[src/rtl/vend_pkg.sv]
// vend_pkg: shared constants for the vend dispense sequencer.
//  - FSM state encoding (IDLE, MOTOR, GAP, COIN, FAULT)
//  - change-code constants CHG_R0/R5/R10/R15 (code value == number of 5 tk coins)
//  - coin value and product price expressed in coins
// Optional feature macro used by the top: REFUND_ON_FAULT_EN.
package vend_pkg;

  localparam logic [2:0] ST_IDLE  = 3'd0;
  localparam logic [2:0] ST_MOTOR = 3'd1;
  localparam logic [2:0] ST_GAP   = 3'd2;
  localparam logic [2:0] ST_COIN  = 3'd3;
  localparam logic [2:0] ST_FAULT = 3'd4;

  localparam logic [1:0] CHG_R0  = 2'b00;
  localparam logic [1:0] CHG_R5  = 2'b01;
  localparam logic [1:0] CHG_R10 = 2'b10;
  localparam logic [1:0] CHG_R15 = 2'b11;

  localparam int COIN_TK     = 5;
  localparam int PRICE_COINS = 3;

endpackage

[src/rtl/vend_dispense_seq_if.sv]
// vend_dispense_seq_if: command channel from the vending FSM into the sequencer.
//  vend_valid  command present (driven by master)
//  vend_ready  sequencer can accept (driven by slave)
//  vend_buy    1 = dispense one product
//  vend_chg    change code, 0..3 coins of 5 tk
// Handshake: a command transfers on the rising clock edge where vend_valid and
// vend_ready are both 1. vend_buy/vend_chg are only sampled on that edge;
// vend_valid while vend_ready=0 has no effect, and nothing is queued.
interface vend_dispense_seq_if;
  logic       vend_valid;
  logic       vend_ready;
  logic       vend_buy;
  logic [1:0] vend_chg;

  modport master (output vend_valid, output vend_buy, output vend_chg, input vend_ready);
  modport slave  (input vend_valid, input vend_buy, input vend_chg, output vend_ready);
endinterface

[src/rtl/vend_timeout_timer.sv]
// vend_timeout_timer: stall timer shared by the motor and hopper phases.
// Ports:
//  clock, reset  system clock, synchronous active-high reset
//  clear         restart from zero (asserted on every FSM state change)
//  enable        count this cycle (phase that can stall is active)
//  limit         value of the count on the last allowed cycle
//  expired       count has reached limit while enabled
// The count saturates at limit so a stalled phase cannot wrap and miss expiry.
module vend_timeout_timer #(
  parameter int TW = 10
) (
  input  logic          clock,
  input  logic          reset,
  input  logic          clear,
  input  logic          enable,
  input  logic [TW-1:0] limit,
  output logic          expired
);

  logic [TW-1:0] count_q, count_d;

  always_comb begin
    count_d = count_q;
    if (clear) begin
      count_d = '0;
    end else if (enable && (count_q != limit)) begin
      count_d = count_q + TW'(1);
    end
  end

  always_ff @(posedge clock) begin
    if (reset) count_q <= '0;
    else       count_q <= count_d;
  end

  assign expired = enable && (count_q == limit);

endmodule

[src/rtl/vend_dispense_seq.sv]
// vend_dispense_seq: runs the product motor for one vend command, then pays
// change as 5 tk coins, one hopper handshake per coin. Stalls are timed out.
// Ports:
//  clock, reset  system clock, synchronous active-high reset
//  vend          command channel (slave side of vend_dispense_seq_if)
//  motor_on      drive product motor            motor_done  drop sensor (level)
//  coin_req      request one coin               coin_ack    coin ejected (pulse)
//  busy          not IDLE                       fault       sticky, reset clears
//  vend_count    products dispensed (wraps)     state_o     FSM state (debug)
// Macro REFUND_ON_FAULT_EN: a motor timeout refunds the price in coins and the
// block keeps running; without it a motor timeout parks the block in FAULT.
module vend_dispense_seq
  import vend_pkg::*;
#(
  parameter int MOTOR_TIMEOUT  = 1000,
  parameter int HOPPER_TIMEOUT = 500,
  parameter int TW             = 10
) (
  input  logic                      clock,
  input  logic                      reset,
  vend_dispense_seq_if.slave        vend,
  output logic                      motor_on,
  input  logic                      motor_done,
  output logic                      coin_req,
  input  logic                      coin_ack,
  output logic                      busy,
  output logic                      fault,
  output logic [7:0]                vend_count,
  output logic [2:0]                state_o
);

  localparam logic [TW-1:0] MOTOR_LIM  = TW'(MOTOR_TIMEOUT - 1);
  localparam logic [TW-1:0] HOPPER_LIM = TW'(HOPPER_TIMEOUT - 1);

  logic [2:0]    state_q, state_d;
  logic [2:0]    owed_q, owed_d;      // coins still to pay, up to 3 change + 3 refund
  logic [7:0]    count_q, count_d;
  logic          fault_q, fault_d;
  logic          accept;
  logic          tmr_expired;
  logic [TW-1:0] tmr_limit;

  assign vend.vend_ready = (state_q == ST_IDLE) && !reset;
  assign accept          = vend.vend_valid && vend.vend_ready;

  assign tmr_limit = (state_q == ST_MOTOR) ? MOTOR_LIM : HOPPER_LIM;

  vend_timeout_timer #(.TW(TW)) u_timer (
    .clock   (clock),
    .reset   (reset),
    .clear   (state_d != state_q),
    .enable  ((state_q == ST_MOTOR) || (state_q == ST_COIN)),
    .limit   (tmr_limit),
    .expired (tmr_expired)
  );

  always_comb begin
    state_d = state_q;
    owed_d  = owed_q;
    count_d = count_q;
    fault_d = fault_q;
    case (state_q)
      ST_IDLE: begin
        if (accept) begin
          owed_d = {1'b0, vend.vend_chg};
          // Change-only commands pass through GAP so coin_req timing matches
          // the post-motor path.
          if (vend.vend_buy)                 state_d = ST_MOTOR;
          else if (vend.vend_chg != CHG_R0)  state_d = ST_GAP;
        end
      end
      ST_MOTOR: begin
        // Sensor is checked before the timer so a drop on the last cycle counts.
        if (motor_done) begin
          count_d = count_q + 8'd1;
          state_d = ST_GAP;
        end else if (tmr_expired) begin
          fault_d = 1'b1;
`ifdef REFUND_ON_FAULT_EN
          owed_d  = owed_q + 3'(PRICE_COINS);
          state_d = ST_GAP;
`else
          state_d = ST_FAULT;
`endif
        end
      end
      ST_GAP: begin
        state_d = (owed_q != 3'd0) ? ST_COIN : ST_IDLE;
      end
      ST_COIN: begin
        if (coin_ack) begin
          owed_d  = owed_q - 3'd1;
          state_d = ST_GAP;
        end else if (tmr_expired) begin
          fault_d = 1'b1;
          state_d = ST_FAULT;
        end
      end
      ST_FAULT: begin
        state_d = ST_FAULT;
      end
      default: begin
        state_d = ST_IDLE;
      end
    endcase
  end

  always_ff @(posedge clock) begin
    if (reset) begin
      state_q <= ST_IDLE;
      owed_q  <= 3'd0;
      count_q <= 8'd0;
      fault_q <= 1'b0;
    end else begin
      state_q <= state_d;
      owed_q  <= owed_d;
      count_q <= count_d;
      fault_q <= fault_d;
    end
  end

  assign motor_on   = (state_q == ST_MOTOR);
  assign coin_req   = (state_q == ST_COIN);
  assign busy       = (state_q != ST_IDLE);
  assign fault      = fault_q;
  assign vend_count = count_q;
  assign state_o    = state_q;

endmodule

[src/flat_wrapper.sv]
// flat-port wrapper written by rule: the top's interface ports become plain ports
module vend_dispense_seq_flat import vend_pkg::*;
#(
  parameter int MOTOR_TIMEOUT  = 1000,
  parameter int HOPPER_TIMEOUT = 500,
  parameter int TW             = 10
)
  (clock, reset, motor_on, motor_done, coin_req, coin_ack, busy, fault, vend_count, state_o, vend_vend_valid, vend_vend_buy, vend_vend_chg, vend_vend_ready);
  vend_dispense_seq_if vend_i ();
  input  logic clock;
  input  logic reset;
  output logic motor_on;
  input  logic motor_done;
  output logic coin_req;
  input  logic coin_ack;
  output logic busy;
  output logic fault;
  output logic [7:0] vend_count;
  output logic [2:0] state_o;
  input wire logic [$bits(vend_i.vend_valid)-1:0] vend_vend_valid;
  input wire logic [$bits(vend_i.vend_buy)-1:0] vend_vend_buy;
  input wire logic [$bits(vend_i.vend_chg)-1:0] vend_vend_chg;
  output wire logic [$bits(vend_i.vend_ready)-1:0] vend_vend_ready;
  assign vend_i.vend_valid = vend_vend_valid;
  assign vend_i.vend_buy = vend_vend_buy;
  assign vend_i.vend_chg = vend_vend_chg;
  assign vend_vend_ready = vend_i.vend_ready;
  vend_dispense_seq #(.MOTOR_TIMEOUT(MOTOR_TIMEOUT), .HOPPER_TIMEOUT(HOPPER_TIMEOUT), .TW(TW)) u_core (.clock(clock), .reset(reset), .vend(vend_i), .motor_on(motor_on), .motor_done(motor_done), .coin_req(coin_req), .coin_ack(coin_ack), .busy(busy), .fault(fault), .vend_count(vend_count), .state_o(state_o));
endmodule
[config.mk]
export PLATFORM = sky130hd
export DESIGN_NAME = vend_dispense_seq_flat
export DESIGN_NICKNAME = d
export VERILOG_FILES = /design/src/rtl/vend_pkg.sv /design/src/rtl/vend_dispense_seq_if.sv /design/src/rtl/vend_timeout_timer.sv /design/src/rtl/vend_dispense_seq.sv /design/src/flat_wrapper.sv
export SDC_FILE = /design/constraint.sdc
export NUM_CORES = 1
export LEC_CHECK = 0
export ABC_AREA = 1
export CORE_MARGIN = 3
export CORE_UTILIZATION = 31
export DETAILED_ROUTE_END_ITERATION = 7
export GPL_ROUTABILITY_DRIVEN = 1
export PLACE_DENSITY = 0.55
export SLEW_MARGIN = 20
export SYNTH_ARGS = -nofsm -noshare
export SYNTH_HDL_FRONTEND = slang
export SYNTH_HIERARCHICAL = 1
export SYNTH_SLANG_ARGS = --single-unit
[constraint.sdc]
create_clock -name clock -period 5.8 [get_ports clock]
set_input_delay 0.58 -clock clock [delete_from_list [all_inputs] [get_ports clock]]
set_output_delay 0.58 -clock clock [all_outputs]
set_load 0.02 [all_outputs]
After elaboration in Yosys (flattened, before gate mapping)
Cells that the tools add are included.
W data, S select, Z words.
{"block": "totals", "ff_bits": 25, "word_cells": 51}
{"block": "classes", "addsub": 3, "eq_ne": 11, "muxes": 16, "reduce_logical": 16}
{"operator": "$mux W3", "count": 8}
{"operator": "$pmux W3 S5", "count": 1}
{"operator": "$add A10 B1 Y10 const B", "count": 1}
{"operator": "$eq A10 B10 Y1", "count": 1}
{"operator": "$mux W10", "count": 1}
{"operator": "$ne A10 B10 Y1", "count": 1}
{"operator": "$add A8 B1 Y8 const B", "count": 1}
{"operator": "$eq A3 B2 Y1 const B", "count": 2}
{"operator": "$pmux W3 S2", "count": 1}
{"operator": "$reduce_and A3 Y1", "count": 2}
{"operator": "$reduce_bool A2 Y1", "count": 3}
{"operator": "$reduce_bool A3 Y1", "count": 2}
{"operator": "$logic_and A1 B1 Y1", "count": 4}
{"operator": "$ne A2 B1 Y1 const B", "count": 2}
{"operator": "$ne A2 B2 Y1 const B", "count": 2}
{"operator": "$eq A3 B1 Y1 const B", "count": 1}
{"operator": "$eq A3 B3 Y1 const B", "count": 1}
{"operator": "$logic_not A3 Y1", "count": 1}
{"operator": "$mux W1", "count": 3}
{"operator": "$ne A3 B3 Y1", "count": 1}
{"operator": "$sub A3 B1 Y3 const B", "count": 1}
{"operator": "$mux W2", "count": 1}
{"operator": "$pmux W1 S2", "count": 1}
{"operator": "$reduce_and A2 Y1", "count": 1}
{"operator": "3 further kinds", "count": 3}

Depth between registers and ports, before layout
Gate-level depths: netlist of run 1.
{"block": "logic_depth", "word_depth": 9, "ltp_mapped": 23, "ltp_nobuf": 22}

Modules after synthesis
The synthesis of run 1 kept the hierarchy.
{"mod": "vend_dispense_seq", "instances": 1, "cells_per_inst": 139, "area_each_um2": 879.6}
{"mod": "vend_timeout_timer", "instances": 1, "cells_per_inst": 114, "area_each_um2": 696.9}

Worst setup path after synthesis of run 1
Ideal clock, no wire load.
{"block": "synth_timing", "path_kind": "reg-to-reg", "start": "reg u_core.state_q[0], in the netlist u_core/state_o[0]", "end": "reg u_core.u_timer.count_q[4]", "setup_time_ns": 0.070, "t_arrival_ns": 2.577, "setup_slack_ns": 3.153, "stages_incl_launch_ff": 22, "path_buffers": 1, "synth_period_minus_slack_ns": 2.647, "path_cell_list": "dfxtp_1 nand2_2 nor2_4 inv_1 inv_1 nand2_1 nand2_1 nand2_1 nor2_1 nand3_2 buf_4 nor2_1 nand2_1 nand2_1 nand2_1 nor2_1 nand2_1 nand2_1 nand4_1 nor2_2 nand2_1 a21oi_1"}
{"block": "synth_via", "elab_chain_len": 9}
{"item": "start: declaration", "line": "vend_dispense_seq.sv:35", "text": "logic [2:0] state_q, state_d;"}
{"item": "start signal: assignment", "line": "vend_dispense_seq.sv:115", "text": "state_q <= state_d;"}
{"item": "$eq A3 B1 Y1 *"}
{"item": "named net motor_on", "line": "flat_wrapper.sv:12", "text": "output logic motor_on;"}
{"item": "$mux W10 *", "line": "vend_dispense_seq.sv:46", "text": "assign tmr_limit = (state_q == ST_MOTOR) ? MOTOR_LIM : HOPPER_LIM;"}
{"item": "named net u_core.tmr_limit[4]", "line": "vend_dispense_seq.sv:41", "text": "logic [TW-1:0] tmr_limit;"}
{"item": "$eq A10 B10 Y1 *", "line": "vend_timeout_timer.sv:36", "text": "assign expired = enable && (count_q == limit);"}
{"item": "$logic_and A1 B1 Y1 *", "line": "vend_timeout_timer.sv:36"}
{"item": "named net u_core.tmr_expired", "line": "vend_dispense_seq.sv:40", "text": "logic tmr_expired;"}
{"item": "$mux W3 *", "line": "vend_dispense_seq.sv:77, vend_dispense_seq.sv:94"}
{"item": "$mux W3, on equally long branches", "line": "vend_dispense_seq.sv:91, vend_dispense_seq.sv:74"}
{"item": "$pmux W3 S5 *", "line": "vend_dispense_seq.sv:62", "text": "case (state_q)"}
{"item": "$ne A3 B3 Y1 *", "line": "vend_dispense_seq.sv:51", "text": ".clear (state_d != state_q),"}
{"item": "$reduce_or A2 Y1 (no line) *"}
{"item": "end signal: assignment", "line": "vend_timeout_timer.sv:33", "text": "else count_q <= count_d;"}
{"item": "end: declaration", "line": "vend_timeout_timer.sv:20", "text": "logic [TW-1:0] count_q, count_d;"}
Mark *: on every way through the listed nets, which the timed path passes. The rest lies on a longest branch.
A chain may end at the register's enable or synchronous reset.

Final worst setup path of run 1
{"block": "layout_timing", "start": "reg u_core.state_q[0], in the netlist u_core/state_o[0]", "end": "reg u_core.u_timer.count_q[4]"}
{"block": "layout_via", "elab_chain_len": 9}
{"item": "$eq A3 B1 Y1 *", "line": "vend_dispense_seq.sv:46"}
{"item": "$mux W10 *", "line": "vend_dispense_seq.sv:46"}
{"item": "named net u_core.tmr_limit[4]", "line": "vend_dispense_seq.sv:41"}
{"item": "$eq A10 B10 Y1 *", "line": "vend_timeout_timer.sv:36"}
{"item": "$logic_and A1 B1 Y1 *", "line": "vend_timeout_timer.sv:36"}
{"item": "named net u_core.tmr_expired", "line": "vend_dispense_seq.sv:40"}
{"item": "$mux W3 *", "line": "vend_dispense_seq.sv:77, vend_dispense_seq.sv:94"}
{"item": "$mux W3, on equally long branches", "line": "vend_dispense_seq.sv:91, vend_dispense_seq.sv:74"}
{"item": "$pmux W3 S5 *", "line": "vend_dispense_seq.sv:62"}
{"item": "$ne A3 B3 Y1 *", "line": "vend_dispense_seq.sv:51"}
{"item": "$reduce_or A2 Y1 (no line) *"}
Marks and branches as above.

==> results of run 1 <==
==> power by group <==
group	internal (W)	switching, W	total, W	leakage, nW
logic	0.0000250	0.0000356	0.0000606	0.625
registers	0.000175	0.00000414	0.000179	0.202
clock network	0.0000486	0.0000575	0.000106	0.0217
==> worst reg2reg max path, delay by kind of cell, from the launching register on <==
kind                   cells  cell delay, ns
DFF                        1            0.46
buffers and inverters      2            0.14
and+or+nand+nor           17            2.25
AOI/OAI and AO/OA          1            0.11
==> registers in the layout, summed over array words and instances, names as in the netlist <==
signal                  cells
u_core/u_timer/count_q     10
u_core/fault                1
u_core/owed_q               3
u_core/state_o              3
u_core/vend_count           8
==> cells by family after synthesis <==
kind of cell	Yosys count	synth area share
buffers and inverters	44	0.1151
xor gates and xnor gates	8	0.04444
DFF	25	0.3175
AOI/OAI and AO/OA	28	0.08969
other	2	0.004764
and+or+nand+nor	142	0.3968
adders and majority gates	4	0.03175
==> worst max-delay path by stage <==
| stage | end | slack (ns) | cells past startpoint |
|---|---|---|---|
| floorplan | u_core/u_timer/count_q[4]$_SDFFE_PP0P_ | 3.15 | 21 |
| global placement | u_core/u_timer/count_q[4]$_SDFFE_PP0P_ | 2.75 | 20 |
| detailed placement | u_core/u_timer/count_q[4]$_SDFFE_PP0P_ | 2.72 | 20 |
| CTS | u_core/u_timer/count_q[4]$_SDFFE_PP0P_ | 2.69 | 20 |
| global route | u_core/u_timer/count_q[4]$_SDFFE_PP0P_ | 2.27 | 20 |
| finish | u_core/u_timer/count_q[4]$_SDFFE_PP0P_ | 2.75 | 20 |
==> final cells by class <==
class,instances,area (um2),share of cell area
well taps,67,83.83,0.04325
flip-flops and latches,25,500.5,0.2582
clock buffers,3,41.29,0.02130
inverters,40,150.1,0.07747
multi-input cells,192,924.6,0.4771
repair buffers,23,230.2,0.1188
clock inverters,1,7.507,0.003873
==> cell usage in the layout (no fill, tap or decap), drive strengths merged <==
cell	instances
a21oi	19
a31oi	1
clkbuf	3
clkdlybuf4s50	23
clkinvlp	1
conb	10
dfxtp	25
ha	4
inv	40
nand2	69
nand3	20
nand3b	2
nand4	4
nor2	41
nor3	5
nor3b	1
o21ai	8
xnor2	4
xor2	4
==> metrics by stage <==
stage	utilization	instance area, um2	total power [W]
2_1_floorplan	-	1607	0.0002245
3_3_place_gp	0.3922	1889	0.0002448
3_5_place_dp	0.3922	1889	0.0002442
4_1_cts	0.4023	1938	0.0003519
5_1_grt	0.4023	1938	0.0003697
6_report	0.4023	1938	0.0003461
==> routing by layer <==
| metal | up-vias | part of all wire | track usage |
|---|---|---|---|
| li1 | 838 | - | - |
| met1 | 639 | 0.52 | 0.1622 |
| met2 | 28 | 0.44 | 0.1969 |
| met3 | 2 | 0.038 | 0.02113 |
| met4 | 0 | 0.0058 | 0.02669 |
| met5 | - | 0 | 0 |
==> out/results.ini, run 1 <==
[routing]
drtIter0Drc = 36
drt-total-wl_um = 3433
drt_first_pass_iters = 4
num_vias = 1507
vias_per_cell = 4.293
drc = 0
ant_nets = 0
routedWlPerCell_um = 9.781

[placed_design]
place_ws_ns = 2.724
place_inst = 347
hpwl_um = 2657
port_buffers = 23
gp_congestion = 0.8391

[power_and_ir_drop]
ir_drop_mv = 0.09290
p_per_area_mw_per_mm2 = 178.6
power_leakage_nw = 0.8485

[logic_synthesis]
syn_avg_cell_area_um2 = 6.231
yosysWarnings = 6
synth_top_area_share = 0.3175
synthCells = 253
synth_common_cells = nand2_1 (67), inv_1 (39), nor2_1 (39)
synth_edf_count = 0
synth_flop_cell = dfxtp_1
yosysMostFrequentCell = nand2_1
synthDistinctLibCells = 26
yosysTopAreaCell = dfxtp_1
yosysSeqAreaShare = 0.3175
syn_area_mm2 = 0.001577
ys_seq_elements = 25
async_flop_share = 0
synth_area_leaders = dfxtp_1 (32%), nand2_1 (16%), inv_1 (9.3%)

[hold_path]
min_path_type = flop to flop
hold_depth = 2
whs_endpoint = u_core/fault$_SDFFE_PP0P_
hp-start = u_core/fault$_SDFFE_PP0P_

[setup_path]
worstRegToRegCells = 20
critPathLaunch = u_core/state_o[0]$_SDFF_PP0_
path_class = flop to flop
cp.required_ns = 6.00
critPathMaxFanout = 21
startpoint_type = flop
crit_path_cell_trace = nand2_2, nor2_4, inv_1, inv_1, nand2_1, nand2_1, nand2_1, nor2_1, nand3_2, nor2_1, nand2_1, nand2_1, nand2_1, nor2_1, nand2_1, nand2_1, nand4_1, nor2_2, nand2_1, a21oi_1
path_buf_inv = 2
reg2reg_from = u_core/state_o[0]$_SDFF_PP0_
ff2ff_setup_slack_ns = 2.75
reg2reg_to = u_core/u_timer/count_q[4]$_SDFFE_PP0P_
crit_path_frequent_cell = nand2_1
crit_slowest_cell = dfxtp_1
critPathCaptureType = flop
cpPeakStageDelay_ns = 0.46
arrival_ns = 3.25
cpLargestDelayFamily = simple AND/OR/NAND/NOR gates

[grt]
grt_start_max_net_pins = 22
grt_pass1_wl_um = 5975
grt_antenna_before_repair = 0
grt_pass1_vias = 1387
gr-usage-all-layers = 0.1196
globalRouteOverflowTotal = 0

[cts]
cts.clk_slew.worst_paths_ns = 0.09
htree_levels = 1
numCtsBuffers = 3
root_buffer = clkbuf_8
cts_tree = done
clk_path_buf_depth = 2
clk_latency_ns = 0.27
post_cts_resized = 0
ctsHoldBuffers = 0
post_cts_buffers = 0
numClockSinks = 25

[sta]
rsz0062_at_grt = false
finalSetupViolCount = 0
hold_viol_final = 0
fmaxAchievable_mhz = 327.7
fin_ws_ns = 2.749
fin_setup_tns_ns = 0
layout_min_cycle_time_ns = 3.051
slew_violations = 0
hold_ws_ns = 0.4866
skew_ns = 0.004733
fin_crit_sh = 0.5261

[finish]
antenna_cells = 0
syn2layout_area_growth_pct = 22.94
nFillCells = 563
layout-drive-gt1-share = 0.04577
finalNetCount = 297
instances_no_fill = 351

[floorplan]
core_mm2 = 0.004817
initial_utilization = 0.3273
rows = 25
die_area_mm2 = 0.005977
fp.dieH_um = 77.31
ios = 24
die_w_um = 77.31

[run]
max-cap-violations = 0

[outcome]
status = finished, final reports clean

No activity file was read; power rests on OpenSTA's default activity.
==> run 2, diff against run 1 <==
PLACE_DENSITY = 0.57   (was 0.55)
clock period = 2.8 ns   (was 5.8 ns; I/O delays follow)
==> out/results.ini, run 2 (same netlist as run 1, synthesis figures left out) <==
[sta]
layout_min_cycle_time_ns = 2.473
skew_ns = 0.009346
slew_violations = 0
rsz0062_at_grt = false
fin_crit_sh = 0.8833
fmaxAchievable_mhz = 404.3
hold_viol_final = 0
fin_setup_tns_ns = 0
finalSetupViolCount = 0

[floorplan]
ios = 24
die_area_mm2 = 0.005977
core_mm2 = 0.004817
rows = 25
fp.dieH_um = 77.31
initial_utilization = 0.3273
die_w_um = 77.31

[setup_path]
arrival_ns = 2.68
cp.required_ns = 3.01
startpoint_type = flop
reg2reg_to = u_core/u_timer/count_q[4]$_SDFFE_PP0P_
reg2reg_from = u_core/state_o[2]$_SDFF_PP0_
path_buf_inv = 3
critPathMaxFanout = 6
path_class = flop to flop
crit_path_cell_trace = inv_1, nand2_2, nor2_4, inv_1, inv_1, nand2_1, nand2_1, nand2_1, nor2_1, nand3_2, nor2_2, nand2_1, nand2_1, nand2_1, nor2_4, nand2_1, nand2_1, nand4_1, nor2_4, nand2_1, a21oi_1
critPathCaptureType = flop
cpPeakStageDelay_ns = 0.34
cpLargestDelayFamily = simple AND/OR/NAND/NOR gates
crit_path_frequent_cell = nand2_1
ff2ff_setup_slack_ns = 0.33
worstRegToRegCells = 21
crit_slowest_cell = dfxtp_1

[routing]
drtIter0Drc = 52
drc = 0
drt_first_pass_iters = 4
vias_per_cell = 4.332
ant_nets = 0
num_vias = 1551
drt-total-wl_um = 3557
routedWlPerCell_um = 9.936

[finish]
seq_area_um2 = 501.7
final_common_cell = nand2_1
final_cell_mix = nand2_1 (67), inv_1 (39), nor2_1 (37)
layout-drive-gt1-share = 0.07560
syn2layout_area_growth_pct = 27.30
nFillCells = 554
top_register = u_core/u_timer/count_q
largest_register_ffs = 10
finalNetCount = 304
instances_no_fill = 358
antenna_cells = 0
multi_input_area_um2 = 950.9

[placed_design]
hpwl_um = 2616
port_buffers = 23
place_inst = 351
gp_congestion = 0.7677

[power_and_ir_drop]
ir_drop_mv = 0.1794
p_per_area_mw_per_mm2 = 364.5
power_w = 0.0007315
power_leakage_nw = 0.8851

[grt]
globalRouteOverflowTotal = 0
grt_start_max_net_pins = 21
grt_antenna_before_repair = 0
grt_pass1_wl_um = 6072
gr-usage-all-layers = 0.1233
grt_pass1_vias = 1415

[cts]
cts_tree = done
numClockSinks = 25
clk_path_buf_depth = 2
ctsHoldBuffers = 0
numCtsBuffers = 3
root_buffer = clkbuf_8
htree_levels = 1
cts.clk_slew.worst_paths_ns = 0.09
clk_latency_ns = 0.27

[outcome]
status = finished, final reports clean

[hold_path]
min_path_type = flop to flop
hp-start = u_core/fault$_SDFFE_PP0P_
hold_depth = 2
whs_endpoint = u_core/fault$_SDFFE_PP0P_

[run]
max-cap-violations = 0

==> run 2: timing repair <==
item | in CTS | in global routing
endpoints found under the setup margin | 0 | 10
gates resized for setup | 0 | 6
setup buffers | 0 | 2
endpoints found under the hold margin | 0 | 0
==> run 2: layout make-up <==
type,count,share of cell area
inverters,40,0.07481
multi-input cells,193,0.4738
flip-flops and latches,25,0.2500
repair buffers,29,0.1372
clock buffers,4,0.02244
well taps,67,0.04177
==> run 2: how the worst max path moves through the flow <==
stage	from	end	slack, ns	cells past startpoint
floorplan	u_core/state_o[0]$_SDFF_PP0_	u_core/u_timer/count_q[4]$_SDFFE_PP0P_	0.15	21
global placement	u_core/state_o[0]$_SDFF_PP0_	u_core/u_timer/count_q[4]$_SDFFE_PP0P_	0.30	20
detailed placement	u_core/state_o[0]$_SDFF_PP0_	u_core/u_timer/count_q[4]$_SDFFE_PP0P_	0.24	20
CTS	u_core/state_o[0]$_SDFF_PP0_	u_core/u_timer/count_q[4]$_SDFFE_PP0P_	0.22	20
global route	u_core/state_o[2]$_SDFF_PP0_	u_core/u_timer/count_q[4]$_SDFFE_PP0P_	0.01	21
finish	u_core/state_o[2]$_SDFF_PP0_	u_core/u_timer/count_q[4]$_SDFFE_PP0P_	0.33	21
==> run 2: stage by stage <==
stage | cell area [um2] | hold slack, ns | utilization | setup WS [ns]
2_1_floorplan | 1607 | 0.4560 | - | 0.1532
3_3_place_gp | 1919 | 0.4688 | 0.3984 | 0.2955
3_5_place_dp | 1919 | 0.4659 | 0.3984 | 0.2401
4_1_cts | 1964 | 0.4951 | 0.4078 | 0.2173
5_1_grt | 2007 | 0.5395 | 0.4166 | 0.01448
6_report | 2007 | 0.4839 | 0.4166 | 0.3268
==> run 2: routing by layer <==
layer / global-route usage / wire length, um
met1: 0.1688 / 1838
met2: 0.1917 / 1556
met3: 0.02347 / 127
met4: 0.04448 / 35
met5: 0 / 0
==> run 2: worst register-to-register path, delay by kind of cell (launching register included) <==
| kind | cells | cell delay, ns |
|---|---|---|
| compound gates | 1 | 0.10 |
| buf+inv | 3 | 0.25 |
| simple gates | 17 | 1.72 |
| flops | 1 | 0.34 |
==> run 2: where the power goes <==
group          internal (W)  leakage, nW  switching, W
Sequential         0.000363        0.203    0.00000849
Combinational     0.0000591        0.660     0.0000844
Clock              0.000102       0.0228      0.000115
Total              0.000524        0.885      0.000207
==> run 3, diff against run 2 <==
ABC_AREA = not set   (was 1)
PLACE_DENSITY = 0.56   (was 0.57)
==> out/results.ini, run 3 <==
[grt]
globalRouteOverflowTotal = 0
grt_pass1_wl_um = 7410
grt_start_max_net_pins = 20
grt_antenna_before_repair = 0
gr-usage-all-layers = 0.1366
grt_pass1_vias = 1664

[floorplan]
initial_utilization = 0.3237
rows = 27
die_w_um = 82.29
die_area_mm2 = 0.006772
ios = 24
core_mm2 = 0.005574
fp.dieH_um = 82.29

[logic_synthesis]
ys_seq_elements = 25
yosysWarnings = 6
yosysMostFrequentCell = dfxtp_1
synth_common_cells = dfxtp_1 (25), nand2_1 (16), o21ai_0 (13)
synth_area_leaders = dfxtp_1 (28%), o311ai_2 (7.2%), xnor2_1 (3.9%)
async_flop_share = 0
synth_top_area_share = 0.2774
syn_area_mm2 = 0.001804
yosysSeqAreaShare = 0.2774
syn_avg_cell_area_um2 = 8.551
synthCells = 211
synth_edf_count = 0
yosysTopAreaCell = dfxtp_1
synthDistinctLibCells = 50
synth_flop_cell = dfxtp_1

[sta]
fin_ws_ns = 0.2088
slew_headroom = 0.4874
rsz0062_at_grt = false
hold_viol_final = 0
finalSetupViolCount = 0
tightest_slew_ns = 0.7689
fmaxAchievable_mhz = 385.9
slew_violations = 0
fin_setup_tns_ns = 0
skew_ns = 0.005064
layout_min_cycle_time_ns = 2.591
fin_crit_sh = 0.9254

[cts]
clk_latency_ns = 0.28
numCtsBuffers = 3
clk_path_buf_depth = 2
numClockSinks = 25
cts_tree = done
root_buffer = clkbuf_8
cts.clk_slew.worst_paths_ns = 0.10
htree_levels = 1

[placed_design]
port_buffers = 23
place_ws_ns = 0.1528
hpwl_um = 3073
gp_congestion = 0.7890

[hold_path]
hold_depth = 2
whs_endpoint = u_core/fault$_SDFFE_PP0P_
min_path_type = flop to flop
hp-start = u_core/fault$_SDFFE_PP0P_

[setup_path]
cpPeakStageDelay_ns = 0.40
reg2reg_from = u_core/state_o[2]$_SDFF_PP0_
cp.required_ns = 2.98
critPathMaxFanout = 3
startpoint_type = flop
path_class = flop to flop
ff2ff_setup_slack_ns = 0.21
arrival_ns = 2.77
crit_slowest_cell = or3_1
reg2reg_to = u_core/u_timer/count_q[9]$_SDFFE_PP0P_
crit_path_frequent_cell = nand2b_4
worstRegToRegCells = 15
critPathCaptureType = flop
crit_path_cell_trace = nand2b_4, inv_4, nand2b_4, inv_6, xnor2_2, nand4_1, or3_1, nor2_2, a211oi_1, o211ai_1, buf_4, or3b_1, nor2_1, and3_1, a211o_1

[finish]
final_common_cell = clkdlybuf4s50_1
nFillCells = 576
finalNetCount = 256
largest_register_ffs = 10
final_core_util = 0.4070
antenna_cells = 0
final_cell_mix = clkdlybuf4s50_1 (23), dfxtp_1 (22), nand2_1 (16)
syn2layout_area_growth_pct = 25.73
top_register = u_core/u_timer/count_q
layout-drive-gt1-share = 0.1975

[run]
max-cap-violations = 0

[power_and_ir_drop]
power_leakage_nw = 0.7698
ir_drop_mv = 0.1698
p_per_area_mw_per_mm2 = 326.5

[routing]
vias_per_cell = 5.410
drc = 0
routedWlPerCell_um = 13.75
drt-total-wl_um = 4331
num_vias = 1704
drtIter0Drc = 82
drt_first_pass_iters = 4
ant_nets = 0

[outcome]
status = finished, final reports clean

[run 3: worst max-delay path by stage]
stage	slack, ns	startpoint	cells after the start	end
after detailed placement	0.15	u_core/state_o[2]$_SDFF_PP0_	14	u_core/u_timer/count_q[4]$_SDFFE_PP0P_
after global routing	0.002	u_core/state_o[2]$_SDFF_PP0_	14	u_core/u_timer/count_q[9]$_SDFFE_PP0P_
after global placement	0.18	u_core/state_o[2]$_SDFF_PP0_	14	u_core/u_timer/count_q[8]$_SDFFE_PP0P_
after floorplan	0.02	u_core/state_o[2]$_SDFF_PP0_	15	u_core/u_timer/count_q[9]$_SDFFE_PP0P_
after CTS	0.12	u_core/state_o[2]$_SDFF_PP0_	14	u_core/u_timer/count_q[4]$_SDFFE_PP0P_
final	0.21	u_core/state_o[2]$_SDFF_PP0_	15	u_core/u_timer/count_q[9]$_SDFFE_PP0P_
[run 3: area by class of cell]
| type | count | area (um2) | share of cell area |
|---|---|---|---|
| flip-flops and latches | 25 | 506.7 | 0.2234 |
| clock buffers | 3 | 41.29 | 0.01820 |
| multi-input cells | 168 | 1245 | 0.5488 |
| repair buffers | 38 | 342.8 | 0.1511 |
| well taps | 72 | 90.09 | 0.03971 |
| inverters | 8 | 37.54 | 0.01655 |
| clock inverters | 1 | 5.005 | 0.002206 |
[run 3: what timing repair did]
action / CTS / global route
setup buffers: 0 / 1
resized for setup: 0 / 5
hold buffers: 0 / 0
setup endpoints to repair: 0 / 10
[run 3: worst max-delay path: cells and delay by family, from the launching register on]
kind | cells | cell delay [ns]
simple gates | 8 | 1.26
compound gates | 3 | 0.50
flops | 1 | 0.33
buf+inv | 3 | 0.30
xor+xnor | 1 | 0.09
[run 3: cell families after synthesis]
| logic type | share of synthesized area |
|---|---|
| other | 0.004162 |
| muxes | 0.01110 |
| DFF | 0.2774 |
| AOI/OAI and AO/OA | 0.2545 |
| and+or+nand+nor | 0.2878 |
| adders and majority gates | 0.02774 |
| xor gates and xnor gates | 0.06172 |
| buffers and inverters | 0.07559 |
[run 3: layer usage]
metal / global-route usage / vias up / wire [um]
li1: - / 851 / -
met1: 0.1766 / 816 / 2030
met2: 0.2292 / 32 / 2104
met3: 0.01735 / 5 / 121
met4: 0.05316 / 0 / 75
met5: 0 / - / 0
[run 3: stage by stage]
| stage | hold slack, ns | total power [W] | area, um2 | std cells |
|---|---|---|---|---|
| after floorplan | 0.3587 | 0.0004644 | 1881 | 216 |
| after global placement | 0.4652 | 0.0005135 | 2188 | 310 |
| after detailed placement | 0.4627 | 0.0005140 | 2188 | 310 |
| after CTS | 0.4871 | 0.0007467 | 2235 | 314 |
| after global routing | 0.5292 | 0.0007828 | 2268 | 315 |
| final | 0.4815 | 0.0007406 | 2268 | 315 |
[run 3: where the power goes]
| part | internal, W | switching (W) | total (W) |
|---|---|---|---|
| clock | 0.000100 | 0.000128 | 0.000228 |
| sequential | 0.000361 | 0.00000563 | 0.000366 |
| combinational | 0.0000638 | 0.0000828 | 0.000147 |
| total | 0.000524 | 0.000216 | 0.000741 |
